[config.mk]
export PLATFORM = sky130hd
export DESIGN_NAME = sim_ctrl_seq
export DESIGN_NICKNAME = d
export VERILOG_FILES = /design/src/rtl/sim_ctrl_seq.sv
export SDC_FILE = /design/constraint.sdc
export NUM_CORES = 1
export LEC_CHECK = 0
export CELL_PAD_IN_SITES_DETAIL_PLACEMENT = 1
export CELL_PAD_IN_SITES_GLOBAL_PLACEMENT = 2
export CORE_ASPECT_RATIO = 1.25
export CORE_UTILIZATION = 36
export DETAILED_ROUTE_END_ITERATION = 16
export PLACE_DENSITY = 0.95
export SYNTH_ARGS = -nofsm -noshare
export SYNTH_HDL_FRONTEND = slang
export SYNTH_SLANG_ARGS = --single-unit
[constraint.sdc]
create_clock -name clock -period 15.7 [get_ports clock]
set_clock_uncertainty 0.15 [all_clocks]
set_input_delay 4.71 -clock clock [delete_from_list [all_inputs] [get_ports clock]]
set_output_delay 4.71 -clock clock [all_outputs]
set_load 0.1 [all_outputs]
[src/rtl/sim_ctrl_seq.sv]
// Cycle-level simulation sequencer: owns the SimTop reset window, host init/step
// handshakes, cycle limit, log window, perf pulses and a buffered UART drain path.
module sim_ctrl_seq #(
    parameter int RESET_CYCLES = 50,
    parameter int UART_DEPTH   = 16
) (
    input  logic        clock,
    input  logic        reset,
    input  logic [63:0] cfg_max_cycles,
    input  logic [63:0] cfg_log_begin,
    input  logic [63:0] cfg_log_end,
    input  logic [31:0] cfg_perf_interval,
    output logic        dut_reset,
    output logic        dut_clk_en,
    output logic        init_req,
    input  logic        init_ack,
    output logic        step_req,
    input  logic        step_ack,
    input  logic        step_stop,
    output logic        log_enable,
    output logic        perf_clean,
    output logic        perf_dump,
    input  logic        uart_in_valid,
    input  logic [7:0]  uart_in_ch,
    output logic        uart_out_valid,
    input  logic        uart_out_ready,
    output logic [7:0]  uart_out_ch,
    output logic [15:0] uart_drop_cnt,
    output logic [63:0] cycle_cnt,
    output logic        finish,
    output logic [1:0]  finish_cause
);

    localparam int AW = $clog2(UART_DEPTH);
    localparam logic [AW:0] PTR_ONE = {{AW{1'b0}}, 1'b1};

    typedef enum logic [2:0] {HOLD, INIT, RUN, STEP, DONE} state_e;

    state_e      state_q, state_d;
    logic [31:0] hold_q, hold_d;
    logic [63:0] cycle_q, cycle_d;
    logic [31:0] perf_q, perf_d;
    logic [1:0]  cause_q, cause_d;
    logic        ran_q, ran_d;
    logic        done_dump_q, done_dump_d;

    logic [AW:0] wr_q, rd_q;
    logic [7:0]  mem_q [UART_DEPTH];
    logic [15:0] drop_q;
    logic        fifo_empty, fifo_full, push_req, push, pop, drop;

    always_ff @(posedge clock or posedge reset) begin
        if (reset) begin
            state_q     <= HOLD;
            hold_q      <= '0;
            cycle_q     <= '0;
            perf_q      <= '0;
            cause_q     <= '0;
            ran_q       <= 1'b0;
            done_dump_q <= 1'b0;
        end else begin
            state_q     <= state_d;
            hold_q      <= hold_d;
            cycle_q     <= cycle_d;
            perf_q      <= perf_d;
            cause_q     <= cause_d;
            ran_q       <= ran_d;
            done_dump_q <= done_dump_d;
        end
    end

    always_comb begin
        state_d     = state_q;
        hold_d      = hold_q;
        cycle_d     = cycle_q;
        perf_d      = perf_q;
        cause_d     = cause_q;
        ran_d       = ran_q;
        done_dump_d = done_dump_q;
        dut_reset   = 1'b0;
        dut_clk_en  = 1'b0;
        init_req    = 1'b0;
        step_req    = 1'b0;
        perf_clean  = 1'b0;
        perf_dump   = 1'b0;
        case (state_q)
            HOLD: begin
                dut_reset = 1'b1;
                if (hold_q == 32'(RESET_CYCLES - 1)) state_d = INIT;
                else hold_d = hold_q + 32'd1;
            end
            INIT: begin
                init_req = 1'b1;
                if (init_ack) begin
                    state_d = RUN;
                    perf_d  = cfg_perf_interval;
                end
            end
            RUN: begin
                dut_clk_en = 1'b1;
                perf_clean = !ran_q;
                ran_d      = 1'b1;
                cycle_d    = cycle_q + 64'd1;
                state_d    = STEP;
                // An interval of 0 leaves the counter parked at 0 so no periodic dump fires.
                if (perf_q == 32'd1) begin
                    perf_dump = 1'b1;
                    perf_d    = cfg_perf_interval;
                end else if (perf_q != 32'd0) begin
                    perf_d = perf_q - 32'd1;
                end
            end
            STEP: begin
                step_req = 1'b1;
                if (step_ack) begin
                    if (step_stop) begin
                        state_d = DONE;
                        cause_d = 2'd1;
                    end else if (cfg_max_cycles != 64'd0 && cycle_q >= cfg_max_cycles) begin
                        state_d = DONE;
                        cause_d = 2'd2;
                    end else begin
                        state_d = RUN;
                    end
                end
            end
            DONE: begin
                perf_dump   = !done_dump_q;
                done_dump_d = 1'b1;
            end
            default: state_d = HOLD;
        endcase
    end

    assign log_enable   = (state_q == RUN || state_q == STEP) &&
                          (cycle_q >= cfg_log_begin) && (cycle_q <= cfg_log_end);
    assign cycle_cnt    = cycle_q;
    assign finish_cause = cause_q;
    assign finish       = (state_q == DONE) && fifo_empty;

    // A full FIFO still takes a character when the head leaves in the same cycle.
    assign fifo_empty     = (wr_q == rd_q);
    assign fifo_full      = (wr_q[AW] != rd_q[AW]) && (wr_q[AW-1:0] == rd_q[AW-1:0]);
    assign push_req       = dut_clk_en && uart_in_valid;
    assign pop            = !fifo_empty && uart_out_ready;
    assign push           = push_req && (!fifo_full || pop);
    assign drop           = push_req && fifo_full && !pop;
    assign uart_out_valid = !fifo_empty;
    assign uart_out_ch    = mem_q[rd_q[AW-1:0]];
    assign uart_drop_cnt  = drop_q;

    always_ff @(posedge clock or posedge reset) begin
        if (reset) begin
            wr_q   <= '0;
            rd_q   <= '0;
            drop_q <= '0;
        end else begin
            if (push) wr_q <= wr_q + PTR_ONE;
            if (pop) rd_q <= rd_q + PTR_ONE;
            if (drop && drop_q != 16'hFFFF) drop_q <= drop_q + 16'd1;
        end
    end

    always_ff @(posedge clock) begin
        if (push) mem_q[wr_q[AW-1:0]] <= uart_in_ch;
    end

endmodule

; After elaboration in Yosys (flattened, before gate mapping)
; Memory sizes are Yosys's and may differ from the RTL's.
; Index checks and enable logic that the tools add are counted.
[word_totals]
reg_bits = 161
inputBits = 239
memories = 1
mem_bits_rw = 128
wordCells = 84
output_inout_bits = 99
[op_classes]
n_addsub = 6
mux = 21
n_eq_ne = 14
bitwise_logic = 2
reduce_logical = 27
order_cmp = 3
[mem_list]
columns = memory, depth, width, read_ports, rd_ports_with_merged_regs, write_ports, line_no
row1 = mem_q, 16, 8, 1, 0, 1, 48  ; logic [7:0] mem_q [UART_DEPTH];
[op_table]
columns = op, count
row1 = $ge 64x64->1, 2
row2 = $mux 32, 3
row3 = $add 64x1->64 const B, 1
row4 = $le 64x64->1, 1
row5 = $pmux 32 s2, 1
row6 = $reduce_bool 64->1, 1
row7 = $add 32x1->32 const B, 1
row8 = $eq 32x1->1 const B, 1
row9 = $eq 32x6->1 const B, 1
row10 = $reduce_bool 32->1, 1
row11 = $sub 32x1->32 const B, 1
row12 = $add 16x1->16 const B, 1
row13 = $ne 16x16->1 const B, 1
row14 = $mux 3, 5
row15 = $pmux 3 s5, 1
row16 = $logic_and 1x1->1, 11
row17 = $add 5x1->5 const B, 2
row18 = $mux 1, 8
row19 = $eq 3x2->1 const B, 2
row20 = $ne 2x2->1 const B, 3
row21 = $reduce_and 3->1, 2
row22 = $eq 5x5->1, 1
row23 = $logic_not 1->1, 5
row24 = $eq 4x4->1, 1
row25 = 12 further kinds, 16

; Longest topological paths before layout
; Gate-level depths: netlist of the first run.
[depth]
ltp_word = 7
mapped_depth = 9
depth_no_buf = 9

; Worst setup path after synthesis of the first run
; Ideal clock, no wire load.
[synth_path]
kind = input -> output
from = input cfg_log_end[63]
to = output log_enable
path_stages = 9
required_ns = 10.840
t_arrival_ns = 6.719
path_slack_ns = 4.121
path_buffers = 0
cell_sequence = inv_1 -> ha_1 -> and4_1 -> nand4_1 -> nor4_1 -> nand2_1 -> o31a_1 -> a21boi_0 -> o211a_1
[synth_via]
elab_chain_cells = 2
[synth_lines]
columns = item, line_no
row1 = from (decl), 11  ; input logic [63:0] cfg_log_end,
row2 = $le 64x64->1, 136  ; (cycle_q >= cfg_log_begin) && (cycle_q <= cfg_log_end);
row3 = $logic_and 1x1->1, 136
row4 = to (decl), 20  ; output logic log_enable,
; No other way between the ends.

; Worst setup path after layout of the first run
; Ends and elaborated chain as after synthesis.

==> impl_metrics.toml, run 1 <==
[finish]
layout_common_cells = "337 x clkdlybuf4s50_1, 218 x inv_1, 203 x ha_1"
multiInputGateArea_um2 = 8910
area_growth_pct = 29.0
regArea_um2 = 7880
num-fill-cells = 5298
final_layout_size_suffix_gt1_share_pct = 5.44
fin_nets = 2479
layout_commonest_cell = "clkdlybuf4s50_1"

[critical_path]
cp.arrival_ps = 8670
cp-end-kind = "output port"
start_kind = "input pin"
crit_fanout = 3
r2r_slack_ps = 12180
max_stage_delay_ps = 980
cpMostUsedCell = "clkdlybuf4s50_1"
cpLargestDelayFamily = "buffers and inverters"
worstPathRequired_ps = 10840
critical-path-slowest-cell = "clkdlybuf4s50_1"
crit_type = "input pin to output port"
path_cells = "clkdlybuf4s50_1, inv_1, ha_1, and4_1, nand4_1, nor4_1, nand2_1, o31a_1, a21boi_0, o211a_1, clkdlybuf4s50_1"
crit_buf_inv = 3

[sta]
rsz0062_at_grt = "false"
layout_min_cycle_time_ps = 13530
drv_slew = 0
layout_setup_ws_ps = 2170
worst_pin_slew_ps = 1070
tns_ps = 0
period_share_pct = 86.2
max-slew-margin-rel_pct = 28.5
hold_viol = 0
max_freq_ghz = 0.0739
setup_violations = 0

[synthesis]
synth_ff_type = "dfrtp_1"
synth_area_um2 = 17700
ys_seq_area_share_pct = 44.4
synthArstFlopShare_pct = 55.7
syn_area_per_cell_um2 = 10.5
synth_nets = 2132
yosys_warnings = 0
yosysTopAreaCell = "dfrtp_1"
netlist_instances = 1690
synthTopCellsByArea = "dfrtp_1 23%, edfxtp_1 22%, ha_1 14%"
synth_top_area_share_pct = 22.7
ys_types = 75
synth-edff-count = 128
synth.ff_latch_count = 289

[placement]
globalplace.congestion = 0.920
port_buffers = 337
place.detailed.hpwl_um = 47100
dp_slack_ps = 2290

[cts]
cts_buffer_depth = 3
numCtsBuffers = 30
clock_sinks = 289
htreeDepth = 1
path_clk_slew_ps = 60
cts_root_buf = "clkbuf_16"
ctsHoldBuffers = 0
clk_latency_ps = 580
cts_tree = "yes"
postCtsSetupBuffers = 0
post_cts_resize_count = 0

[floorplan]
start_util_pct = 36.6
io_pins = 338
dieArea_um2 = 50200
die_height_um = 250
num_rows = 90
core_um2 = 48400
die_w_um = 201

[drt]
post_drt_wl_per_cell_um = 22.2
drtAntennaViolNets = 0
via_per_inst = 5.45
finalWirelength_um = 60200
drt_first_pass_iters = 4
vias = 14700
drcViolationCount = 0
drtIter0Drc = 696

[power_and_ir_drop]
p_leak_nw = 10.1
finalPower_w = 0.00209
powerDensity_nw_per_um2 = 91.4
irDropWorstVdd_mv = 0.232

[global_route]
grt_pass1_wl_um = 93500
gr-total-overflow = 0
grtUsageTotal_pct = 23.9
antenna_found_initial = 1
grt_pass1_vias = 16100
grt_max_degree = 100

[status]
outcome = "finished clean"

[run]
cap_violations = 0

[min_path]
hp-class = "register to register"
logic make-up after synthesis:
logic type / synth area share (%)
simple gates: 15.1
flops: 44.4
compound gates: 9.42
buf+inv: 5.40
fa+ha+maj: 14.3
xor+xnor: 6.03
mux: 5.33
layout make-up:
class	count	area share (%)
Timing Repair Buffer	347	15.1
Sequential cell	289	34.4
Clock buffer	45	3.75
Clock inverter	10	0.624
Multi-Input combinational cell	1149	38.9
Antenna cell	1	0.0109
Tap cell	644	3.52
Inverter	220	3.63
path summary, 6_finish.rpt:
check | from | cells after the start | end
min in group asynchronous | reset | 2 | wr_q[1]
hold / removal | ran_q | 1 | ran_q
max in group asynchronous | reset | 3 | cycle_cnt[32]
setup reg to reg | cycle_cnt[2] | 7 | cycle_cnt[57]
setup / recovery | cfg_log_end[63] | 11 | log_enable
hold reg to reg | ran_q | 1 | ran_q
flip-flops by register name, summed over array words and instances, names as in the netlist:
register	flops
cycle_cnt	64
state_q	3
uart_drop_cnt	16
mem_q	128
hold_q	32
perf_q	32
wr_q	5
finish_cause	2
ran_q	1
done_dump_q	1
rd_q	5
layer usage:
| layer | track usage [%] | up-vias | wire [um] |
|---|---|---|---|
| met5 | 0 | - | 0 |
| met4 | 9.64 | 0 | 2400 |
| met1 | 27.3 | 7402 | 23900 |
| met2 | 44.4 | 400 | 31400 |
| met3 | 3.23 | 113 | 2530 |
| li1 | - | 6827 | - |
cells in the mapped netlist (16+ instances only):
| cell | instances |
|---|---|
| dfrtp_1 | 161 |
| mux4_2 | 40 |
| a21o_1 | 19 |
| nand4_1 | 69 |
| nor4_1 | 36 |
| inv_1 | 219 |
| xor2_1 | 38 |
| clkbuf_1 | 19 |
| edfxtp_1 | 128 |
| xnor2_1 | 84 |
| and4_1 | 16 |
| nor2_1 | 111 |
| nand3_1 | 53 |
| a21oi_1 | 91 |
| nor3_1 | 40 |
| o21ai_0 | 59 |
| nand2_1 | 114 |
| ha_1 | 203 |
through the flow:
stage | area, um^2 | utilization [%] | cells | hold WS [ps]
2_1_floorplan | 17700 | - | 1690 | 286
5_1_grt | 22900 | 47.2 | 2704 | 343
3_5_place_dp | 21900 | 45.2 | 2649 | 311
4_1_cts | 22900 | 47.2 | 2704 | 326
6_report | 22900 | 47.2 | 2705 | 324
3_3_place_gp | 21900 | 45.2 | 2649 | 304
where the power goes:
group          internal [W]  switching (W)  total, W
clock network      0.000426       0.000304  0.000730
registers          0.000798      0.0000377  0.000836
logic              0.000221       0.000303  0.000524
total               0.00144       0.000645   0.00209
Note: power is estimated with default switching activity, not from simulation.
==> inputs of run 2 (changes only) <==
--- a/config.mk
+++ b/config.mk
@@ -5,6 +5,7 @@
 export SDC_FILE = /design/constraint.sdc
 export NUM_CORES = 1
 export LEC_CHECK = 0
+export CAP_MARGIN = 20
 export CELL_PAD_IN_SITES_DETAIL_PLACEMENT = 1
 export CELL_PAD_IN_SITES_GLOBAL_PLACEMENT = 2
 export CORE_ASPECT_RATIO = 1.25
==> results of run 2 <==
Final layout, timing and power as in run 1 (identical DEF).
